**src/rtl/pipe_exmem_elastic_pkg.sv**
```systemverilog
// -----------------------------------------------------------------------------
// loopyV_data_types
// Shared types and constants for the EX/MEM pipeline boundary:
//   - WB_SEL_*   writeback source encodings (ex_dest_sel / mem_dest_sel)
//   - FUNCT3_*   load/store width encodings (ex_ls_sel / mem_ls_sel)
//   - exmem_state_e  occupancy state of the EX/MEM elastic buffer
//   - exmem_t        one EX/MEM payload entry, width set by EXMEM_XLEN
//   - EXMEM_RESET    payload value held by every entry after reset
// -----------------------------------------------------------------------------
package loopyV_data_types;

   parameter int unsigned EXMEM_XLEN = 32;

   localparam logic [1:0] WB_SEL_ALU     = 2'd0;
   localparam logic [1:0] WB_SEL_IMM     = 2'd1;
   localparam logic [1:0] WB_SEL_PC_STEP = 2'd2;
   localparam logic [1:0] WB_SEL_MEM     = 2'd3;

   localparam logic [2:0] FUNCT3_BYTE    = 3'b000;
   localparam logic [2:0] FUNCT3_HALF    = 3'b001;
   localparam logic [2:0] FUNCT3_WORD    = 3'b010;
   localparam logic [2:0] FUNCT3_DOUBLE  = 3'b011;
   localparam logic [2:0] FUNCT3_BYTE_U  = 3'b100;
   localparam logic [2:0] FUNCT3_HALF_U  = 3'b101;
   localparam logic [2:0] FUNCT3_WORD_U  = 3'b110;

   typedef enum logic [1:0] {
      ST_EMPTY = 2'd0,
      ST_BUSY  = 2'd1,
      ST_FULL  = 2'd2
   } exmem_state_e;

   typedef struct packed {
      logic                  load;
      logic                  store;
      logic                  rd_we;
      logic [2:0]            ls_sel;
      logic [1:0]            dest_sel;
      logic [4:0]            rd_addr;
      logic [EXMEM_XLEN-1:0] wdata;
      logic [EXMEM_XLEN-1:0] store_data;
      logic [EXMEM_XLEN-1:0] pc;
   } exmem_t;

   localparam exmem_t EXMEM_RESET = '{
      load:       1'b0,
      store:      1'b0,
      rd_we:      1'b0,
      ls_sel:     FUNCT3_BYTE,
      dest_sel:   WB_SEL_ALU,
      rd_addr:    5'd0,
      wdata:      '0,
      store_data: '0,
      pc:         '0
   };

endpackage

```
**src/rtl/pipe_exmem_elastic_wb_select.sv**
```systemverilog
// -----------------------------------------------------------------------------
// exmem_wb_select
// Combinational writeback-data select ahead of the EX/MEM register.
//   dest_sel   in  2     WB_SEL_* source select
//   compressed in  1     instruction is 16-bit (PC step PC_STEP_C, else 4)
//   alu        in  XLEN  ALU result (also the data-memory address for MEM)
//   imm        in  XLEN  immediate
//   pc         in  XLEN  instruction PC
//   wdata      out XLEN  selected value; PC step wraps modulo 2^XLEN
// -----------------------------------------------------------------------------
module exmem_wb_select
   import loopyV_data_types::*;
#(
   parameter int unsigned XLEN      = 32,
   parameter int unsigned PC_STEP_C = 2
) (
   input  logic [1:0]      dest_sel,
   input  logic            compressed,
   input  logic [XLEN-1:0] alu,
   input  logic [XLEN-1:0] imm,
   input  logic [XLEN-1:0] pc,
   output logic [XLEN-1:0] wdata
);

   logic [XLEN-1:0] pc_step;

   assign pc_step = compressed ? XLEN'(PC_STEP_C) : XLEN'(4);

   always_comb begin
      wdata = alu;
      case (dest_sel)
         WB_SEL_ALU:     wdata = alu;
         WB_SEL_IMM:     wdata = imm;
         WB_SEL_PC_STEP: wdata = pc + pc_step;
         // MEM writeback forwards the address; the load data joins later.
         WB_SEL_MEM:     wdata = alu;
         default:        wdata = alu;
      endcase
   end

endmodule

```
**src/rtl/pipe_exmem_elastic.sv**
```systemverilog
// -----------------------------------------------------------------------------
// pipe_exmem_elastic
// Elastic EX/MEM pipeline register with valid/ready handshakes.
// Build option EXMEM_SKID_EN:
//   defined   - two-entry skid buffer, ex_ready registered (state != FULL),
//               full throughput without a mem_ready -> ex_ready path
//   undefined - single entry, ex_ready = !mem_valid || mem_ready
// Ports:
//   clk, arstn (async, active-low), flush (sync kill of held entries)
//   ex_valid/ex_ready          upstream handshake
//   ex_* control and operands  EX-stage payload
//   mem_valid/mem_ready        downstream handshake
//   mem_* outputs              registered payload; mem_wdata is the selected
//                              writeback value, mem_dm_addr mirrors it
// -----------------------------------------------------------------------------
module pipe_exmem_elastic
   import loopyV_data_types::*;
#(
   parameter int unsigned XLEN      = 32,
   parameter int unsigned PC_STEP_C = 2
) (
   input  logic            clk,
   input  logic            arstn,
   input  logic            flush,
   input  logic            ex_valid,
   output logic            ex_ready,
   input  logic            ex_load,
   input  logic            ex_store,
   input  logic            ex_rd_we,
   input  logic [2:0]      ex_ls_sel,
   input  logic [1:0]      ex_dest_sel,
   input  logic            ex_compressed,
   input  logic [XLEN-1:0] ex_alu,
   input  logic [XLEN-1:0] ex_imm,
   input  logic [XLEN-1:0] ex_store_data,
   input  logic [XLEN-1:0] ex_pc,
   input  logic [4:0]      ex_rd_addr,
   output logic            mem_valid,
   input  logic            mem_ready,
   output logic            mem_load,
   output logic            mem_store,
   output logic            mem_rd_we,
   output logic [2:0]      mem_ls_sel,
   output logic [1:0]      mem_dest_sel,
   output logic [4:0]      mem_rd_addr,
   output logic [XLEN-1:0] mem_store_data,
   output logic [XLEN-1:0] mem_pc,
   output logic [XLEN-1:0] mem_wdata,
   output logic [XLEN-1:0] mem_dm_addr
);

   logic [XLEN-1:0] wdata_p0;
   exmem_t          in_p0;
   exmem_t          head_p1;
   exmem_state_e    state_p1;
   exmem_state_e    state_nxt;
   logic            in_xfer;
   logic            out_xfer;
   logic            load_head;
`ifdef EXMEM_SKID_EN
   exmem_t          tail_p1;
   logic            load_tail;
   logic            head_from_tail;
`endif

   // ---- stage p0: writeback select and payload assembly ----
   exmem_wb_select #(
      .XLEN      (XLEN),
      .PC_STEP_C (PC_STEP_C)
   ) u_wb_select (
      .dest_sel   (ex_dest_sel),
      .compressed (ex_compressed),
      .alu        (ex_alu),
      .imm        (ex_imm),
      .pc         (ex_pc),
      .wdata      (wdata_p0)
   );

   always_comb begin
      in_p0            = EXMEM_RESET;
      in_p0.load       = ex_load;
      in_p0.store      = ex_store;
      in_p0.rd_we      = ex_rd_we;
      in_p0.ls_sel     = ex_ls_sel;
      in_p0.dest_sel   = ex_dest_sel;
      in_p0.rd_addr    = ex_rd_addr;
      in_p0.wdata      = wdata_p0;
      in_p0.store_data = ex_store_data;
      in_p0.pc         = ex_pc;
   end

   // ---- handshake and occupancy control ----
   assign mem_valid = (state_p1 != ST_EMPTY);
`ifdef EXMEM_SKID_EN
   // Depends only on registered state, so no combinational ready chain.
   assign ex_ready  = (state_p1 != ST_FULL);
`else
   assign ex_ready  = !mem_valid || mem_ready;
`endif
   assign in_xfer   = ex_valid && ex_ready;
   assign out_xfer  = mem_valid && mem_ready;

   always_comb begin
      state_nxt      = state_p1;
      load_head      = 1'b0;
`ifdef EXMEM_SKID_EN
      load_tail      = 1'b0;
      head_from_tail = 1'b0;
`endif
      // flush wins over a same-cycle in-transfer: that beat is dropped.
      if (flush) begin
         state_nxt = ST_EMPTY;
      end else begin
         case (state_p1)
            ST_EMPTY: begin
               if (in_xfer) begin
                  load_head = 1'b1;
                  state_nxt = ST_BUSY;
               end
            end
            ST_BUSY: begin
`ifdef EXMEM_SKID_EN
               if (in_xfer && out_xfer) begin
                  load_head = 1'b1;
               end else if (in_xfer) begin
                  load_tail = 1'b1;
                  state_nxt = ST_FULL;
               end else if (out_xfer) begin
                  state_nxt = ST_EMPTY;
               end
`else
               if (in_xfer) begin
                  load_head = 1'b1;
               end else if (out_xfer) begin
                  state_nxt = ST_EMPTY;
               end
`endif
            end
`ifdef EXMEM_SKID_EN
            ST_FULL: begin
               // ex_ready is low here, so only the drain path applies.
               if (out_xfer) begin
                  head_from_tail = 1'b1;
                  state_nxt      = ST_BUSY;
               end
            end
`endif
            default: state_nxt = ST_EMPTY;
         endcase
      end
   end

   // ---- stage p1: EX/MEM registers ----
   always_ff @(posedge clk or negedge arstn) begin
      if (!arstn) begin
         state_p1 <= ST_EMPTY;
         head_p1  <= EXMEM_RESET;
      end else begin
         state_p1 <= state_nxt;
         if (load_head) begin
            head_p1 <= in_p0;
`ifdef EXMEM_SKID_EN
         end else if (head_from_tail) begin
            head_p1 <= tail_p1;
`endif
         end
      end
   end

`ifdef EXMEM_SKID_EN
   always_ff @(posedge clk or negedge arstn) begin
      if (!arstn) begin
         tail_p1 <= EXMEM_RESET;
      end else if (load_tail) begin
         tail_p1 <= in_p0;
      end
   end
`endif

   // Side-effecting controls are masked so an empty stage never acts.
   assign mem_load       = head_p1.load  && mem_valid;
   assign mem_store      = head_p1.store && mem_valid;
   assign mem_rd_we      = head_p1.rd_we && mem_valid;
   assign mem_ls_sel     = head_p1.ls_sel;
   assign mem_dest_sel   = head_p1.dest_sel;
   assign mem_rd_addr    = head_p1.rd_addr;
   assign mem_store_data = head_p1.store_data;
   assign mem_pc         = head_p1.pc;
   assign mem_wdata      = head_p1.wdata;
   assign mem_dm_addr    = head_p1.wdata;

endmodule

```
**config.mk**
```make
export PLATFORM = sky130hd
export DESIGN_NAME = pipe_exmem_elastic
export DESIGN_NICKNAME = d
export VERILOG_FILES = /design/src/rtl/pipe_exmem_elastic_pkg.sv /design/src/rtl/pipe_exmem_elastic_wb_select.sv /design/src/rtl/pipe_exmem_elastic.sv
export SDC_FILE = /design/constraint.sdc
export NUM_CORES = 1
export LEC_CHECK = 0
export CELL_PAD_IN_SITES_DETAIL_PLACEMENT = 0
export CELL_PAD_IN_SITES_GLOBAL_PLACEMENT = 1
export CORE_MARGIN = 3
export CORE_UTILIZATION = 30
export DETAILED_ROUTE_END_ITERATION = 7
export GPL_TIMING_DRIVEN = 0
export PLACE_DENSITY = 0.81
export SETUP_SLACK_MARGIN = 0.15
export SLEW_MARGIN = 5
export SYNTH_ARGS = -nofsm -noshare
export SYNTH_HDL_FRONTEND = slang
export SYNTH_SLANG_ARGS = --single-unit
```
**constraint.sdc**
```tcl
create_clock -name clk -period 2.4 [get_ports clk]
set_clock_uncertainty 0.2 [all_clocks]
set_input_delay 0.36 -clock clk [delete_from_list [all_inputs] [get_ports clk]]
set_output_delay 0.36 -clock clk [all_outputs]
set_load 0.05 [all_outputs]
```
### After elaboration in Yosys (flattened, before gate mapping)

Cells that the tools add are included.

* bits in registers: 111
* input bits: 147
* output and inout bits: 143
* word-level logic and storage cells: 41

* $add $sub $neg: 1
* equality and inequality tests: 7
* muxes and demuxes: 10
* reductions and logical operators: 13

Operators with widths (number)
* case mux 32 bit (3 select lines): 1
* adder 32 bit: 1
* != test 3 bit (second input constant): 3
* 2-to-1 mux 2 bit: 4
* logical AND 1 bit: 5
* == test 2 x 1 -> 1 bit (second input constant): 2
* == test 2 bit (second input constant): 2
* zero test 2 bit: 2
* case mux 2 bit (2 select lines): 1
* OR reduction 2 bit: 2
* 2-to-1 mux 1 bit: 3
* 2-to-1 mux 3 bit: 1
* AND reduction 3 bit: 1
* nonzero test 2 bit: 1
* zero test 1 bit: 1
* logical OR 1 bit: 1

### Longest topological paths before layout

Gate-level depths: netlist of run 1.

* word-level depth: 7
* gate-level depth with buffers: 8

### Hierarchy

Synthesis of run 1 repeated with hierarchy kept, for this count alone.

* cell total of the unflattened synthesis: 566
* area total of the unflattened synthesis: 6454.9 um^2

Modules (own cells, without submodules)
* pipe_exmem_elastic: times used 1, cells each 377, area an instance 5220.0 um^2
* exmem_wb_select: times used 1, cells each 189, area an instance 1234.9 um^2

### Least setup slack after synthesis of run 1

OpenSTA, ideal clock, no wires.

* path type: register to register
* start: register state_p1[0]
* end: register head_p1 (netlist bit mem_dm_addr[26])
* arrival time: 1966 ps
* data required time: 2069 ps
* setup slack: 102 ps
* cell stages (with the launch flop): 8
* buffers on the path: 2
* clock period less this slack: 2298 ps
* path through: dfrtp_1 > nor2b_1 > inv_1 > nand3b_1 > buf_2 > clkbuf_1 > a221oi_1 > a21oi_2

* cells in the longest elaborated chain, start to end: 7
* elaborated cells between the ends (all ways): 10
* classes of those cells: eq/ne (1); mux (3); reduce/logical (6)

RTL lines
* start, declared: RTL line pipe_exmem_elastic.sv:55 `exmem_state_e state_p1;`
* start signal, assigned: RTL line pipe_exmem_elastic.sv:159 `state_p1 <= state_nxt;`
* nonzero test 2 bit: RTL line pipe_exmem_elastic.sv:93 `assign mem_valid = (state_p1 != ST_EMPTY);`
* zero test 1 bit: RTL line pipe_exmem_elastic.sv:98 `assign ex_ready = !mem_valid || mem_ready;`
* logical OR 1 bit: RTL line pipe_exmem_elastic.sv:98
* net ex_ready: RTL line pipe_exmem_elastic.sv:26 `output logic ex_ready,`
* logical AND 1 bit: RTL line pipe_exmem_elastic.sv:100 `assign in_xfer = ex_valid && ex_ready;`
* 2-to-1 mux 1 bit: RTL line pipe_exmem_elastic.sv:116, pipe_exmem_elastic.sv:132
* 2-to-1 mux 1 bit
* 2-to-1 mux 1 bit: RTL line pipe_exmem_elastic.sv:111 `if (flush) begin`
* end signal, assigned: RTL line pipe_exmem_elastic.sv:161 `head_p1 <= in_p0;`
* end, declared: RTL line pipe_exmem_elastic.sv:54 `exmem_t head_p1;`

The timed path passes the listed nets, and every way through them passes these cells.
A chain may end at the register's enable or synchronous reset.

### Final worst setup path of run 1

* start: input ex_pc[4]
* end: register head_p1 (netlist bit mem_dm_addr[12])

* cells in the longest elaborated chain, start to end: 2

RTL lines
* start, declared: RTL line pipe_exmem_elastic.sv:36 `input logic [XLEN-1:0] ex_pc,`
* adder 32 bit: RTL line pipe_exmem_elastic_wb_select.sv:34 `WB_SEL_PC_STEP: wdata = pc + pc_step;`
* case mux 32 bit (3 select lines): RTL line pipe_exmem_elastic_wb_select.sv:31 `case (dest_sel)`

Every way passes these cells.

==> qor.txt, run 1 <==
run status: finished clean
share of the synthesized area in the top cell type: 0.4350
Inserted Diodes: 0
leading cell type in the layout, fill and taps excluded: nand2_1
row count: 52
crit share post-route: 0.9543
Sink Count: 110
Max-slew headroom: 0.5516
CTS buffer count: 9
Setup TNS: 0 ns
Peak VDD IR: 334.1 µV
Tmin final: 2.290 ns
Final Setup Violations: 0
placed cells: 1309
share of cells above drive strength 1: 0.1942
starting DRC count in detailed routing: 344
flops & latches, synth: 110
R2R cell count: 7
H-tree depth: 3
vias in the first global route: 5907
hold_ws: 0.05200 ns
first-pass GRT wire length: 34790 µm
GRT Overall Usage: 0.1993
hold depth: 3
Avg Inst Size Synth: 8.449 µm²
largest net degree at the start of global routing: 64
Hold Crit Class: input port to flop
fin area: 10170 µm²
placed instance area: 9588 µm²
PD cells: 732.6 nW/µm²
EDFF count, synth: 0
io pins: 290
Antenna Nets Post-Route: 0
Vias: 6072
fmax: 436.6 MHz
final hold vios: 0
clk_lat worst skew: 0.35 ns
drt wl/cell: 17.53 µm
ys async rst share: 1.000
Overflow after GRT: 0
maximum clock path buffer count: 2
Cell Area, Synth: 6329 µm²
commonest cells after routing, fill and taps aside: nand2_1 (240), clkdlybuf4s50_1 (222), buf_4 (141)
Unique masters post-synth: 48
most common flop cell mapped by yosys: dfrtp_1
Synth area leader: dfrtp_1
detailed placement HPWL: 17880 µm
DRT Wirelength: 23330 µm
FF+latch area: 2753 µm²
RSZ-0062 raised after global routing: true
initial core utilization: 0.3088
DRC Markers: 0
Pleak: 4.985 nW
CP startpoint kind: input port
Worst EP arrival: 2.32 ns
Pins Over Slew Limit: 0
Place WS: -0.7933 ns
post-synthesis sequential area ratio: 0.4350
First-pass DRT Iterations: 4
setup slack after layout: 0.1098 ns
Critical Path Sink Type: flop
Final Wtd Congestion: 0.7973
IO Port Bufs: 289
Layout Cells excl Fill: 1331
Crit Path Max Fanout: 6
worst slew pin tran: 0.6726 ns
clock transition at the registers of the reported paths: 0.07 ns
die height: 151.2 µm
Required @ worst endpoint: 2.43 ns
core footprint: 20490 µm²
fill count: 1997
area of the multi-input gates: 2469 µm²
dominant cells by area after synthesis: dfrtp_1 (43%), buf_4 (16%), nand2_1 (14%), a221oi_1 (3.5%), o21ai_0 (3.3%)
Die Wd: 151.2 µm
CTS tree: yes
final net count: 1208
Syn-to-layout area delta: 60.68%
Total Die Area: 22870 µm²
Root Driver: clkbuf_16
antenna violations before repair: 0
Post-Synthesis Cells: 749
syn nets: 901
YS warnings: 0
WS Path Type: input port to flop
max_cap viols: 0
Via density: 4.562
[what timing repair did]
item | CTS | global route
hold buffers | 1 | 0
cloned | 1 | 0
gates resized for setup | 50 | 75
pin swaps | 7 | 5
setup buffers | 2 | 2
endpoints found under the hold margin | 47 | 0
setup endpoints to repair | 122 | 140
[through the flow]
step                      power (mW)  utilization
final                          7.449       0.4962
after global routing           7.819       0.4962
after CTS                      7.529       0.4866
after detailed placement       5.941       0.4678
after global placement         5.909       0.4664
after floorplan                4.682            -
[Yosys cell counts, types with 2 or more instances]
cell type / n
a21oi_1: 6
a21oi_2: 2
a221o_1: 3
a221oi_1: 25
and2_1: 5
and3_1: 4
and4_1: 3
buf_2: 3
buf_4: 138
clkbuf_1: 33
dfrtp_1: 110
ha_1: 4
inv_1: 10
nand2_1: 240
nand3_1: 7
nand3b_1: 2
nand4_1: 11
nor2_1: 26
nor2_2: 2
nor2b_1: 2
nor3_1: 2
o21ai_0: 42
o21ai_1: 3
o22ai_1: 17
or3_1: 2
xnor2_1: 7
xor2_1: 19
[state kept, by name (all words and copies together) (netlist names)]
signal	count
mem_dm_addr	32
mem_pc	32
mem_store_data	32
mem_rd_addr	5
head_p1	3
mem_ls_sel	3
mem_dest_sel	2
state_p1	1
[cell type report]
class,count,area share
buffer,175,0.1205
clock buffer,10,0.02350
clock inverter,6,0.006768
inverter,10,0.003691
multi-input combinational,454,0.2428
sequential,110,0.2707
tap,270,0.03322
timing repair buffer,296,0.2989
[metal layers]
metal	GRT usage	vias to the layer above	share of wire
met5	0	-	0
met4	0.06709	0	0.022
met3	0.02932	30	0.059
met2	0.3181	225	0.48
met1	0.2768	2870	0.44
li1	-	2947	-
[kinds of logic after synthesis]
| logic type | synth area share |
|---|---|
| AO/OA/AOI/OAI | 0.1095 |
| flip-flops | 0.4350 |
| XOR/XNOR | 0.03598 |
| AND/OR/NAND/NOR | 0.2147 |
| buffers and inverters | 0.1922 |
| adder cells (fa/ha/maj) | 0.01107 |
| multiplexers | 0.001582 |
[final timing paths]
path,from,end,slack [ns]
max in group asynchronous,arstn,mem_store_data[25],1.00
min reg2reg,mem_pc[25],mem_pc[25],0.28
max reg2reg,state_p1[0],mem_store_data[19],0.27
min,ex_pc[1],mem_pc[1],0.05
max,ex_pc[4],mem_dm_addr[12],0.11
min in group asynchronous,arstn,mem_pc[4],0.31
[power by group]
part	switching, mW	leakage (nW)	internal, mW
registers	0.204	1.34	2.14
logic	2.09	3.49	1.43
clock network	0.739	0.155	0.850
[worst max-delay path, stage by stage]
cell and delay (ns):
clkdlybuf4s50_1 0.61, nand3_4 0.17, or4_4 0.57, xnor2_1 0.20, a221oi_2 0.33, a21oi_1 0.07
(Power assumes the default switching activity.)
==> run 2: changes to the inputs <==
--- a/config.mk
+++ b/config.mk
@@ -7,11 +7,11 @@
 export LEC_CHECK = 0
 export CELL_PAD_IN_SITES_DETAIL_PLACEMENT = 0
 export CELL_PAD_IN_SITES_GLOBAL_PLACEMENT = 1
-export CORE_MARGIN = 3
-export CORE_UTILIZATION = 30
+export CORE_MARGIN = 5
+export CORE_UTILIZATION = 27
 export DETAILED_ROUTE_END_ITERATION = 7
 export GPL_TIMING_DRIVEN = 0
-export PLACE_DENSITY = 0.81
+export PLACE_DENSITY = 0.77
 export SETUP_SLACK_MARGIN = 0.15
 export SLEW_MARGIN = 5
 export SYNTH_ARGS = -nofsm -noshare
==> constraint.sdc (replaced) <==
create_clock -name clk -period 1.9 [get_ports clk]
set_clock_uncertainty 0.2 [all_clocks]
set_input_delay 0.285 -clock clk [delete_from_list [all_inputs] [get_ports clk]]
set_output_delay 0.285 -clock clk [all_outputs]
set_load 0.05 [all_outputs]
==> run 2 against run 1 <==
Effect of this change:
- die area grew 16%
- utilization fell by 1.1 points
- total power is 31% higher
- final cell count increased by 6.0%
- worst hold slack got worse by 0.039 ns
- sequential share of layout area down 2.7 points
- flip-flop and latch count stayed put
- via count rose by 2.1%
- setup slack lost 0.081 ns
- highest routed layer is now met5
==> qor.txt, run 2 (same netlist as run 1, synthesis figures left out) <==
run status: finished clean
Max-slew headroom: 0.5541
CTS tree: yes
row count: 56
Syn-to-layout area delta: 78.33%
worst r2r src: state_p1[0]
CTS buffer count: 9
CP startpoint kind: input port
worst slew pin tran: 0.6689 ns
net switching fraction of the power: 0.4164
Place WS: -1.313 ns
final hold vios: 0
io pins: 290
clock transition at the registers of the reported paths: 0.08 ns
Layout Cells excl Fill: 1411
core footprint: 23260 µm²
Inserted Diodes: 0
Sw Pwr: 4.074 mW
placed cells: 1358
Tmin final: 1.871 ns
Final Setup Violations: 0
Critical Path Sink Type: flop
max_cap viols: 0
Setup TNS: 0 ns
leading cell type in the layout, fill and taps excluded: buf_4
Overflow after GRT: 0
Total Die Area: 26600 µm²
DRT Wirelength: 25300 µm
vias in the first global route: 6454
Hold Crit Class: input port to flop
Crit Reg-Reg Endpoint: mem_dm_addr[19]
last element of the critical path: mem_dm_addr[27]
FF-to-FF setup slack: 0.07 ns
clock power share: 0.220
critical path startpoint: ex_compressed
Layout Utilization: 0.4852
antenna violations before repair: 4
hold_ws: 0.01266 ns
PD cells: 866.9 nW/µm²
clk_lat worst skew: 0.35 ns
Required @ worst endpoint: 1.94 ns
setup slack after layout: 0.02860 ns
R2R cell count: 7
Sink Count: 110
initial core utilization: 0.2721
Int Power: 5.710 mW
H-tree depth: 3
final net count: 1239
maximum clock path buffer count: 2
commonest cells after routing, fill and taps aside: buf_4 (178), nand2_1 (168), clkdlybuf4s50_1 (119)
DRC Markers: 0
GRT Overall Usage: 0.1900
IO Port Bufs: 289
Crit Path Max Fanout: 5
Worst EP arrival: 1.91 ns
RSZ-0062 raised after global routing: true
final total power: 9.784 mW
Vias: 6197
Pins Over Slew Limit: 0
Gate power share: 0.471
first-pass GRT wire length: 38810 µm
die height: 163.1 µm
largest net degree at the start of global routing: 85
Root Driver: clkbuf_16
Via density: 4.392
Peak VDD IR: 493.1 µV
fmax: 534.4 MHz
Antenna Nets Post-Route: 0
placed instance area: 9859 µm²
starting DRC count in detailed routing: 335
Final Wtd Congestion: 0.8026
fin area: 11290 µm²
crit share post-route: 0.9849
Pleak: 5.292 nW
part of the power in registers: 0.309
drt wl/cell: 17.93 µm
First-pass DRT Iterations: 4
WS Path Type: input port to flop
detailed placement HPWL: 18940 µm
share of cells above drive strength 1: 0.4826
Die Wd: 163.1 µm
-- run 2: how the worst min path moves through the flow --
stage / start / end / cells past startpoint
final: ex_pc[3] / mem_pc[3] / 3
after global routing: ex_pc[3] / mem_pc[3] / 3
after floorplan: arstn / head_p1[106] / 0
after detailed placement: arstn / mem_rd_addr[0] / 1
after global placement: head_p1[106] / head_p1[106] / 2
after CTS: ex_pc[2] / mem_pc[2] / 3
-- run 2: what timing repair did --
item                                   4_1_cts  5_1_grt
hold buffers                                 2        0
endpoints found under the hold margin       31        0
gates cloned                                 9        1
gates resized for setup                    713      198
setup buffers                               26        1
setup endpoints to repair                  252      131
pin swaps                                   85       53
-- run 2: final cells by class --
cell class                 instances  area (µm²)
fill                            2261       11980
multi-input combinational        454        3139
timing repair buffer             329        3131
sequential                       110        2755
buffer                           173        1483
tap                              319       399.1
clock buffer                       9       225.2
clock inverter                     7       106.4
inverter                          10       47.55
-- run 2: routing by layer --
metal	vias to the layer above	track usage	wire, µm
li1	3020	-	-
met4	6	0.04880	375
met1	2953	0.2424	10850
met3	30	0.05148	1752
met2	188	0.3200	12290
met5	-	0	36
-- run 2: power groups by stage --
stage	combinational (mW)	clock, mW	sequential (mW)
floorplan	3.04	0	2.92
global placement	4.54	0	3.01
detailed placement	4.56	0	3.02
CTS	4.58	2.23	3.00
global route	4.86	2.31	3.08
finish	4.60	2.15	3.03
-- run 2: worst max-delay path: stages --
cell and delay [ns]:
buf_12 0.09, ha_4 0.12, inv_2 0.03, fa_2 0.42, nor4_4 0.31, buf_4 0.22, nand4_1 0.10, xor2_1 0.21
o22ai_1 0.11
==> RTL edit 1, RTL diff (config.mk and constraints of run 1) <==
Encoding of `exmem_state_e`: now one-hot (3 bits for 3 states).
--- a/src/rtl/pipe_exmem_elastic_pkg.sv
+++ b/src/rtl/pipe_exmem_elastic_pkg.sv
@@ -24,10 +24,10 @@
    localparam logic [2:0] FUNCT3_HALF_U  = 3'b101;
    localparam logic [2:0] FUNCT3_WORD_U  = 3'b110;
 
-   typedef enum logic [1:0] {
-      ST_EMPTY = 2'd0,
-      ST_BUSY  = 2'd1,
-      ST_FULL  = 2'd2
+   typedef enum logic [2:0] {
+      ST_EMPTY = 3'b001,
+      ST_BUSY  = 3'b010,
+      ST_FULL  = 3'b100
    } exmem_state_e;
 
    typedef struct packed {
Formal check against the unedited RTL: no difference found for any inputs over 10 cycles, from zero or initial values and one cycle with arstn low; not proved beyond that.
==> RTL edit 1 against run 1 <==
Register-to-register slack got worse by 0.14 ns; worst setup slack better by 0.020 ns; wire length grew 4.6%; count of clock-buffer cells in the layout decreased by 1; critical path type is now reg2reg; maximum frequency up 0.87%; final area up 5.3%; sequential cell count increased by 1; area after synthesis is 4.1% higher; total power up 50%.
==> RTL edit 1: results (changes against run 1) <==
GRT Util Overall=0.200 (+0.000734); maximum vdd ir drop=0.551 mV (+65%); number of multi-input logic gates=504 (+11%); final weighted congestion in routability-driven placement=0.787 (-1.4%); Placed Cells incl. Taps=1369 (+4.6%); pre-CTS worst setup slack=-1.00 ns (-0.211 ns); clock buffer count in the final layout=9 (-1); outcome=completed; portion of the layout cell area used by non-clock buffers=0.422 (+0.00244); Multi-input gate area=0.00274 mm2 (+11%); met2 Resource Use GR=0.321 (+0.00327); number of instances in the synthesized netlist=804 (+7.3%); post-synth design cell area=0.00659 mm2 (+4.1%); number of iterations in the first detailed-routing pass=5 (+1); ratio of routed vias to standard cells=4.59 (+0.55%); fill count=2037 (+2.0%); detail-routed net length per standard cell=17.4 um (-0.92%); violation count after the first detailed-route iteration=269 (-22%); cell type of the slowest stage on the worst timing path=sky130_fd_sc_hd__dfstp_2; detailed placement HPWL=18400 um (+2.8%); proportion of layout cells with a drive suffix above 1=0.238 (+0.0439); Final clock-cell share=0.0262 (-0.00410); Final #Nets=1279 (+5.9%); met1 track utilization from global routing=0.267 (-0.00988); placed cell areas=0.00985 mm2 (+2.7%); Synthesized Nets=958 (+6.3%)
RTL edit 1: cell count changes after synthesis, sizes merged, moves of 5 or more:
cell / change
a21oi: -5
a221oi: -19
and2: -5
nand2: +50
o22ai: -17
buf: +11
o21ai: +38
clkbuf: -9
o211ai: +19
nor2: -19
RTL edit 1: worst min-delay path: stages:
cell,delay (ns)
sky130_fd_sc_hd__buf_4,0.10
sky130_fd_sc_hd__nand2_1,0.05
sky130_fd_sc_hd__nand2_1,0.05
RTL edit 1: layer usage:
layer  vias up  share of wire
met3        28          0.087
met5         -              0
met1      3023           0.43
met4         0          0.017
met2       260           0.47
li1       3134              -
RTL edit 1: worst paths after layout:
kind | slack [ns] | end | start | cells past startpoint
max | 0.13 | mem_dm_addr[27] | state_p1[0] | 9
min | 0.04 | mem_pc[1] | ex_pc[1] | 3
max reg2reg | 0.13 | mem_dm_addr[27] | state_p1[0] | 9
min reg2reg | 0.27 | head_p1[106] | head_p1[106] | 2
max in group asynchronous | 0.98 | mem_pc[22] | arstn | 3
min in group asynchronous | 0.33 | mem_ls_sel[0] | arstn | 2
RTL edit 1: report_power, final:
part           internal [uW]  switching, uW  total [uW]  leakage [uW]
registers               2470            451        2920       0.00135
logic                   2680           4080        6760       0.00364
clock network            721            781        1500      0.000138
RTL edit 1: cells by family after synthesis:
family,count (synthesis),synth area share
flops,111,0.422
compound gates,121,0.108
buf+inv,189,0.190
simple gates,347,0.227
fa+ha+maj,7,0.0144
xor+xnor,29,0.0386
RTL edit 1: repair_timing:
item,4_1_cts,5_1_grt
endpoints found under the setup margin,147,130
resized for setup,108,105
endpoints found under the hold margin,50,0
setup buffers,6,6
hold buffers,1,0
cloned,0,7
pin swaps,9,35
==> RTL edit 2, RTL diff (config.mk and constraints of run 1) <==
Made on the original files. Add a define of `EXMEM_SKID_EN`.
--- a/src/rtl/pipe_exmem_elastic.sv
+++ b/src/rtl/pipe_exmem_elastic.sv
@@ -13,6 +13,8 @@
 //   mem_* outputs              registered payload; mem_wdata is the selected
 //                              writeback value, mem_dm_addr mirrors it
 // -----------------------------------------------------------------------------
+`define EXMEM_SKID_EN
+
 module pipe_exmem_elastic
    import loopyV_data_types::*;
 #(
Check against the original RTL: not equivalent (Yosys sat finds a counterexample within 4 cycles, from zero or initial values and one cycle with arstn low).
==> RTL edit 2 against run 1 <==
Count of clock-buffer cells in the layout rose by 25; total power is 85% higher; register-to-register slack lost 0.07 ns; area after synthesis up 81%; first-iteration DRC count is 120% higher; wire length up 82%; critical path depth up 4; sequential cell count is 110 higher; final area up 61%; combinational power is 30% higher; worst setup slack improved by 0.012 ns; worst hold slack got worse by 0.038 ns; die area grew 77%; critical endpoint is now tail_p1[91]; highest routed layer is now met5.
==> RTL edit 2: results (changes against run 1) <==
pin count of the biggest net entering global routing=111 (+73%); post-synthesis compound-gate area fraction=0.150 (+0.0407); Max-Slew Margin vs Limit=0.590 (+0.0389); detail-routed net length per standard cell=19.6 um (+12%); wire length of the first global-routing pass=64100 um (+84%); number of iterations in the first detailed-routing pass=5 (+1); cells taking the most area after synthesis=sky130_fd_sc_hd__dfrtp_1 48%, sky130_fd_sc_hd__nand2_1 14%, sky130_fd_sc_hd__buf_4 9.1%; count of vias placed by the detailed router=10700 (+76%); multiplexer share of the synthesized area=0.0234 (+0.0218); xor/xnor cell area share of the yosys netlist=0.0107 (-0.0253); violation count after the first detailed-route iteration=764 (+120%); proportion of layout cells with a drive suffix above 1=0.195 (+0.000555); switching share of total power=0.367 (-0.0399); insertion delay to the later sink of the worst-skew pair=0.54 ns (+0.19 ns); power density over cell area=845 mW/mm2 (+15%); final weighted congestion in routability-driven placement=0.922 (+16%); pre-CTS worst setup slack=-1.27 ns (-0.473 ns); buffers from clock root to sink, at most=3 (+1); number of distinct library cell variants in the gate-level netlist after synthesis=56 (+17%); worst-path maximum fanout=5 (-1); portion of total power attributed to the clock network=0.302 (+0.089); Final #Nets=1796 (+49%); fraction of the mapped netlist area in adder cells=0.00613 (-0.00495); outcome=completed; leakage power=0.00792 uW (+59%); H-tree level count=1 (-2)
==> RTL edit 2: cell types whose count changed after synthesis, sizes merged, moves of 16 or more <==
cell,change
clkbuf,+39
nor2b,+16
nor3,+18
a221oi,-16
dfrtp,+110
a21oi,+26
o21ai,+21
nand2,+176
mux2i,+19
a22oi,+74
==> RTL edit 2: kinds of logic (layout without fill, tap and decap cells) <==
family / count (synthesis) / in the layout
other cells: 0 / 4
buf+inv: 238 / 590
xor+xnor: 14 / 14
flops: 220 / 220
mux: 26 / 26
simple gates: 552 / 552
compound gates: 257 / 257
fa+ha+maj: 5 / 5
==> RTL edit 2: routing by layer <==
metal	vias up	track usage	wire, um
met3	82	0.0375	2790
met5	-	0	57
met2	414	0.336	20300
met4	8	0.0735	1410
li1	5012	-	-
met1	5193	0.264	17900
==> RTL edit 2: layout make-up <==
type	count	area, um2
Timing Repair Buffer	304	2910
Inverter	16	60.1
Fill cell	3761	20800
Clock inverter	13	153
Antenna cell	4	10.0
Tap cell	504	631
Multi-Input combinational cell	854	4810
Buffer	222	1520
Clock buffer	35	746
Sequential cell	220	5510
==> RTL edit 2: path summary, 6_finish.rpt <==
kind / depth (start not counted) / end / start / slack [ns]
max: 10 / tail_p1[91] / ex_pc[1] / 0.12
min: 3 / tail_p1[15] / ex_pc[15] / 0.01
max reg2reg: 7 / mem_dm_addr[30] / state_p1[0] / 0.20
min reg2reg: 2 / mem_store_data[15] / mem_store_data[15] / 0.27
max in group asynchronous: 4 / state_p1[0] / arstn / 0.80
min in group asynchronous: 3 / tail_p1[5] / arstn / 0.20
==> RTL edit 2: critical path: stages <==
cell and delay (ns):
sky130_fd_sc_hd__buf_8 0.08, sky130_fd_sc_hd__ha_4 0.13, sky130_fd_sc_hd__inv_2 0.04, sky130_fd_sc_hd__fa_2 0.35
sky130_fd_sc_hd__nand4b_1 0.23, sky130_fd_sc_hd__or4_4 0.51, sky130_fd_sc_hd__buf_12 0.16, sky130_fd_sc_hd__o31a_1 0.31
sky130_fd_sc_hd__o221ai_2 0.21, sky130_fd_sc_hd__a31oi_1 0.10
==> RTL edit 2: what timing repair did <==
item                                    4_1_cts  5_1_grt
buffers inserted                              6        5
cloned                                        1        0
gates resized for setup                     268       82
endpoints found under the setup margin      361      207
hold buffers                                  8        0
hold endpoints to repair                    118        0
pin swaps                                    13        5
==> RTL edit 2: per-stage QoR <==
stage                     cells  utilization  hold WS [ns]  cell area (um2)
after floorplan            1312            -        -0.136            11500
after global placement     2098        0.404         0.256            15000
after detailed placement   2100        0.405       -0.0374            15100
after CTS                  2163        0.435        0.0141            16200
after global routing       2171        0.440        0.0156            16300
final                      2172        0.440        0.0145            16300
